File: config.mk
export PLATFORM = sky130hd
export DESIGN_NAME = alarm_controller
export DESIGN_NICKNAME = d
export VERILOG_FILES = /design/src/rtl/alarm_controller.sv
export SDC_FILE = /design/constraint.sdc
export NUM_CORES = 1
export LEC_CHECK = 0
export ABC_CLOCK_PERIOD_IN_PS = 5600
export BUFFER_PORTS_ARGS = -buffer_cell sky130_fd_sc_hd__buf_4
export CORE_UTILIZATION = 53
export CTS_CLUSTER_SIZE = 40
export DETAILED_ROUTE_END_ITERATION = 8
export PLACE_DENSITY = 0.71
export SLEW_MARGIN = 20
export SYNTH_ARGS = -nofsm -noshare
export SYNTH_HDL_FRONTEND = slang
export SYNTH_SLANG_ARGS = --single-unit
File: constraint.sdc
create_clock -name clk -period 5.6 [get_ports clk]
set_input_delay 0.28 -clock clk [delete_from_list [all_inputs] [get_ports clk]]
set_output_delay 0.28 -clock clk [all_outputs]
set_load 0.03 [all_outputs]
File: src/rtl/alarm_controller.sv
// rtl/alarm_controller.sv - home-alarm arming state machine driven by keypad code results and an intrusion sensor
module alarm_controller #(
  parameter int EXIT_CYCLES  = 30000,
  parameter int ENTRY_CYCLES = 20000,
  parameter int SIREN_CYCLES = 120000,
  parameter int MAX_ERRORS   = 3,
  parameter int BEEP_BIT     = 9,
  parameter int TIMER_W      = 24
) (
  input  logic       clk,
  input  logic       rst_n,
  input  logic       code_pulse,
  input  logic [1:0] code_result,
  input  logic       sensor,
  output logic [2:0] state,
  output logic       armed,
  output logic       siren,
  output logic       beep,
  output logic [1:0] fail_count
);

  typedef enum logic [2:0] {
    S_DISARMED = 3'd0,
    S_EXIT     = 3'd1,
    S_ARMED    = 3'd2,
    S_ENTRY    = 3'd3,
    S_ALARM    = 3'd4
  } state_t;

  localparam logic [TIMER_W-1:0] T_ONE      = TIMER_W'(1);
  localparam logic [TIMER_W-1:0] EXIT_LOAD  = TIMER_W'(EXIT_CYCLES - 1);
  localparam logic [TIMER_W-1:0] ENTRY_LOAD = TIMER_W'(ENTRY_CYCLES - 1);
  localparam logic [TIMER_W-1:0] SIREN_LOAD = TIMER_W'(SIREN_CYCLES - 1);
  localparam logic [1:0]         MAX_FAIL   = 2'(MAX_ERRORS);

  state_t               cur_state, nxt_state;
  logic [TIMER_W-1:0]   timer, nxt_timer;
  logic [1:0]           nxt_fail, fail_inc;
  logic [3:0]           meta, sync;
  logic                 pulse_d, sample_en;
  logic                 sync_pulse, sync_sensor;
  logic [1:0]           sync_code;
  logic                 pulse_rise, ok_evt, err_evt;

  // Bit order: {sensor, code_result[1:0], code_pulse}
  always_ff @(posedge clk or negedge rst_n) begin
    if (!rst_n) begin
      meta      <= '0;
      sync      <= '0;
      pulse_d   <= 1'b0;
      sample_en <= 1'b0;
    end else begin
      meta      <= {sensor, code_result, code_pulse};
      sync      <= meta;
      pulse_d   <= sync_pulse;
      sample_en <= pulse_rise;
    end
  end

  assign sync_pulse  = sync[0];
  assign sync_code   = sync[2:1];
  assign sync_sensor = sync[3];
  assign pulse_rise  = sync_pulse & ~pulse_d;

  // The code is read one cycle after the strobe edge so the checker result has settled.
  assign ok_evt  = sample_en & (sync_code == 2'd0);
  assign err_evt = sample_en & (sync_code == 2'd2);

  assign fail_inc = (fail_count >= MAX_FAIL) ? MAX_FAIL : fail_count + 2'd1;

  always_comb begin
    nxt_state = cur_state;
    nxt_timer = (timer != '0) ? timer - T_ONE : '0;
    nxt_fail  = err_evt ? fail_inc : fail_count;
    if (ok_evt) begin
      nxt_fail = '0;
      if (cur_state == S_DISARMED) begin
        nxt_state = S_EXIT;
        nxt_timer = EXIT_LOAD;
      end else begin
        nxt_state = S_DISARMED;
        nxt_timer = '0;
      end
    end else if (err_evt && (fail_inc == MAX_FAIL) && (cur_state != S_ALARM)) begin
      nxt_state = S_ALARM;
      nxt_timer = SIREN_LOAD;
    end else begin
      case (cur_state)
        S_EXIT: begin
          if (timer == '0) nxt_state = S_ARMED;
        end
        S_ARMED: begin
          if (sync_sensor) begin
            nxt_state = S_ENTRY;
            nxt_timer = ENTRY_LOAD;
          end
        end
        S_ENTRY: begin
          if (timer == '0) begin
            nxt_state = S_ALARM;
            nxt_timer = SIREN_LOAD;
          end
        end
        S_ALARM: begin
          if (timer == '0) nxt_state = S_ARMED;
        end
        default: ;
      endcase
    end
  end

  // Indicator flops are fed from next-state values so they line up with the state register.
  always_ff @(posedge clk or negedge rst_n) begin
    if (!rst_n) begin
      cur_state  <= S_DISARMED;
      timer      <= '0;
      fail_count <= '0;
      armed      <= 1'b0;
      siren      <= 1'b0;
      beep       <= 1'b0;
    end else begin
      cur_state  <= nxt_state;
      timer      <= nxt_timer;
      fail_count <= nxt_fail;
      armed      <= (nxt_state == S_ARMED) || (nxt_state == S_ENTRY);
      siren      <= (nxt_state == S_ALARM);
      beep       <= ((nxt_state == S_EXIT) || (nxt_state == S_ENTRY)) ? nxt_timer[BEEP_BIT] : 1'b0;
    end
  end

  assign state = cur_state;

endmodule

After elaboration in Yosys (flattened, before gate mapping)
Cells that the tools add are included.
Word-level totals
  word-level logic and storage cells: 56
  bits in registers: 42
Operators by class
  multiplexer cells: 18
  add/sub/neg operators: 2
  bitwise logic cells: 4
  equal/unequal tests: 11
  reduce and logical (&&, ||, !) cells: 10
  $lt $le $gt $ge: 1
Operators with widths (count)
  $mux 24: 5
  $pmux 24 s2: 1
  $logic_not 24->1: 1
  $reduce_bool 24->1: 1
  $sub 24x1->24 const B: 1
  $mux 15: 1
  $mux 3: 5
  $eq 3x2->1 const B: 4
  $pmux 3 s3: 1
  $eq 3x1->1 const B: 2
  $eq 3x3->1 const B: 2
  $mux 2: 3
  $eq 2x2->1 const B: 2
  $and 1x1->1: 3
  $logic_not 3->1: 1
  $ne 3x3->1 const B: 1
  $add 2x1->2 const B: 1
  $ge 2x2->1 const B: 1
  $logic_and 1x1->1: 2
  $logic_not 2->1: 1
  $logic_or 1x1->1: 2
  $mux 1: 2
  $reduce_bool 2->1: 1
  $reduce_or 2->1: 1
  $not 1->1: 1

Logic depth before layout (Yosys ltp)
  depth in word-level cells: 10
  gate-level depth with buffers: 8
  gate-level depth less buffers: 7

Worst setup path before layout
OpenSTA, ideal clock, no wires.
  kind: register to register
  start: register timer[14]
  end: register timer[5]
  data arrival time: 1.847 ns
  slack: 3.598 ns
  clock period less this slack: 2.002 ns
  stages on the path, launching flop included: 6
  required time: 5.446 ns
  library setup time: 0.154 ns
  cells stage by stage: dfrtp_1 or4_4 nor4_4 nand3_1 o211ai_1 a21oi_1
On the way
  word-level cells in the longest chain between the ends: 6
Ends and longest elaborated chain
  start: declaration: line 37  | logic [TIMER_W-1:0] timer, nxt_timer;
  start signal: assignment: line 123  | timer <= nxt_timer;
  $reduce_bool 24->1: line 73  | nxt_timer = (timer != '0) ? timer - T_ONE : '0;
  $mux 24: line 73
  $mux 24 (on tied branches): line 99, 93
  $pmux 24 s2 *: line 88  | case (cur_state)
  $mux 24 *: line 84  | end else if (err_evt && (fail_inc == MAX_FAIL) && (cur_state != S_ALARM)) begin
  $mux 24 *: line 75  | if (ok_evt) begin
  named net nxt_timer[5]: line 37
Mark *: on every way through the listed nets, which the timed path passes. The rest lies on a longest branch.
A chain may end at the register's enable or synchronous reset.

Worst setup path after layout
  start: register timer[0]
  end: register beep
On the way
  word-level cells in the longest chain between the ends: 8
Ends and longest elaborated chain
  parallel branches: the longest is 7 deep, another holds $sub 24x1->24
  $mux 1 *: line 127  | beep <= ((nxt_state == S_EXIT) || (nxt_state == S_ENTRY)) ? nxt_timer[BEEP_BIT] : 1'b0;
  end signal: assignment: line 127
  end: declaration: line 18  | output logic beep,
Mark *: on every way between the ends.

==> impl_metrics.env <==
export IMPL_syn_inst=206
export IMPL_max_cap_violations=0
export IMPL_fin_total_pwr_mw=1.01
export IMPL_critPathLaunchType="flip-flop"
export IMPL_final_setup_tns_ns=0
export IMPL_critPathArrivalTime_ns=2.64
export IMPL_yosysSeqAreaShare_pct=50.2
export IMPL_ctsRootBufferMaster="clkbuf_8"
export IMPL_critPathCaptureType="flip-flop"
export IMPL_core_area_um2=3720
export IMPL_path_class="reg -> reg"
export IMPL_status="finished, final reports clean"
export IMPL_vias=1611
export IMPL_grt_pass1_wl_mm=7.36
export IMPL_cts_tree="built"
export IMPL_grtUsageTotal_pct=23.2
export IMPL_clkTransAtPathRegs_ns=0.08
export IMPL_ir_drop_mv=0.223
export IMPL_ys_flop_type="dfrtp_1"
export IMPL_hpwl_mm=3.07
export IMPL_drt_total_wl_mm=4.30
export IMPL_fmax_mhz=407
export IMPL_nFillCells=298
export IMPL_grt_max_degree=43
export IMPL_gp_congestion=0.918
export IMPL_dieArea_um2=4200
export IMPL_period_needed_ns=2.46
export IMPL_antennaDiodeCount=0
export IMPL_io_buffers=13
export IMPL_drc=0
export IMPL_synth_edf_count=0
export IMPL_syn_num_nets=213
export IMPL_syn_cell_area_um2=2090
export IMPL_drtAntennaViolNets=0
export IMPL_async_flop_share_pct=100
export IMPL_relSlewSlack_pct=41.3
export IMPL_avgSynthCellArea_um2=10.2
export IMPL_dr_pass1_iters=4
export IMPL_rsz0062_at_grt="no"
export IMPL_post_cts_resized=0
export IMPL_yosysWarnings=0
export IMPL_tightest_slew_ns=0.873
export IMPL_period_share_pct=43.9
export IMPL_multi_input_area_um2=1000
export IMPL_clock_sinks=42
export IMPL_hold_path_class="in -> reg"
export IMPL_p_leak_nw=1.08
export IMPL_required_ns=5.78
export IMPL_stdcell_area_um2=2390
export IMPL_cts_buffer_depth=2
export IMPL_clk_latency_ns=0.30
export IMPL_wl_per_cell_um=15.8
export IMPL_ios=14
export IMPL_viasPerCell=5.92
export IMPL_die_h_um=64.8
export IMPL_power_density_nw_per_um2=423
export IMPL_numCtsBuffers=5
export IMPL_start_util_pct=56.3
export IMPL_antenna_found_initial=0
export IMPL_grt_pass1_vias=1574
export IMPL_ys_seq_elements=42
export IMPL_crit_fanout=8
export IMPL_globalRouteOverflowTotal=0
export IMPL_h_tree_depth=2
export IMPL_skew_ns=0.00786
export IMPL_hold_viol_final=0
export IMPL_area_growth_pct=14.1
export IMPL_die_w_um=64.8
export IMPL_post_dp_cell_area_um2=2240
export IMPL_slew_viol_final=0
export IMPL_regArea_um2=1050
export IMPL_setup_viol=0
export IMPL_drtIter0Drc=105
export IMPL_final_nets=230
export IMPL_synth_cell_types=48
export IMPL_rows=22
export IMPL_drive_gt1_share_pct=17.9
[stage by stage]
stage                     utilization, %  instances  hold slack [ns]  setup slack [ns]
after floorplan                        -        206          -0.0156              3.60
after global placement              60.2        263            0.282              3.23
after detailed placement            60.2        263            0.295              3.18
after CTS                           64.3        272           0.0786              3.16
after global routing                64.3        272           0.0759              2.91
final                               64.3        272           0.0881              3.14
[cell usage after synthesis, drive strengths merged (2+ instances only)]
cell / count / area (µm²)
nor4: 7 / 65.1
nor3b: 2 / 20.0
a21oi: 18 / 93.8
and2: 2 / 13.8
nor2: 17 / 63.8
nand3: 7 / 40.0
or2: 2 / 12.5
xnor2: 11 / 96.3
a31oi: 2 / 12.5
xor2: 9 / 78.8
and3: 2 / 12.5
nand2b: 2 / 12.5
dfrtp: 42 / 1050
o211ai: 5 / 42.5
nor2b: 4 / 25.0
inv: 6 / 22.5
o21ai: 9 / 45.0
clkbuf: 4 / 15.0
o31a: 2 / 18.8
a21o: 2 / 15.0
or4: 3 / 30.0
nor3: 8 / 45.0
nand4: 8 / 50.1
nand2: 19 / 78.8
[critical path: stages, from the launching register on]
cell	delay (ns)
dfrtp_1	0.40
inv_1	0.08
ha_1	0.18
nor3b_2	0.48
nand3_1	0.33
o41ai_2	0.47
o21ai_0	0.16
and4_1	0.23
[area by class of cell]
class | instances | area share [%]
Timing Repair Buffer | 14 | 4.50
Tap cell | 48 | 2.51
Clock inverter | 2 | 2.51
Clock buffer | 6 | 3.46
Sequential cell | 42 | 44.0
Multi-Input combinational cell | 154 | 42.1
Inverter | 6 | 0.943
[metal layers]
layer  part of all wire (%)  up-vias  track usage, %
met5                      0        -               0
met4                    2.2        0            10.3
met3                    3.6       11            3.70
met2                     47       37            34.4
met1                     47      791            33.3
li1                       -      772               -
[logic make-up after synthesis]
family / after synthesis / synth area share, %
xor gates and xnor gates: 20 / 8.37
and+or+nand+nor: 90 / 25.1
DFF: 42 / 50.2
adders and majority gates: 1 / 0.598
buffers and inverters: 10 / 1.79
AOI/OAI and AO/OA: 43 / 13.9
[report_power, final]
part,switching [mW],total [mW],internal (mW),leakage [nW]
clock,0.103,0.293,0.190,0.0714
sequential,0.0820,0.450,0.368,0.529
combinational,0.143,0.268,0.125,0.477
[sequential cells by signal, indices dropped and copies added (netlist names), 2 cells and up]
name,flops
fail_count,2
sync,4
state,3
meta,4
timer,24
[repair_timing]
item / in CTS / in global routing
hold buffers: 1 / 0
buffers inserted: 0 / 0
endpoints found under the hold margin: 42 / 0
[final timing paths]
check                           slack (ns)           start   endpoint  cells past startpoint
worst max-delay path                  3.14        timer[0]       beep                      7
worst min-delay path                  0.09  code_result[1]    meta[2]                      1
worst max register to register        3.14        timer[0]       beep                      7
worst min register to register        0.35         meta[1]    sync[1]                      0
max in group asynchronous             4.74           rst_n    meta[0]                      2
min in group asynchronous             0.50           rst_n  timer[20]                      2
[cell usage in the layout, fill, tap and decap left out, types with 2 or more instances in the layout]
cell	count
nor2_1	17
o21ai_0	9
inv_1	6
xor2_1	9
nand2_1	18
o211ai_1	4
nand4_1	8
clkbuf_8	6
or2_2	2
buf_4	13
and3_1	2
nor4_1	5
nand2b_1	2
a31oi_1	2
or4_4	2
bufinv_16	2
a21o_1	2
a21oi_1	17
dfrtp_1	42
nor3_1	7
nor2b_1	4
xnor2_1	11
nand3_1	6
Note: power is estimated with default switching activity, not from simulation.
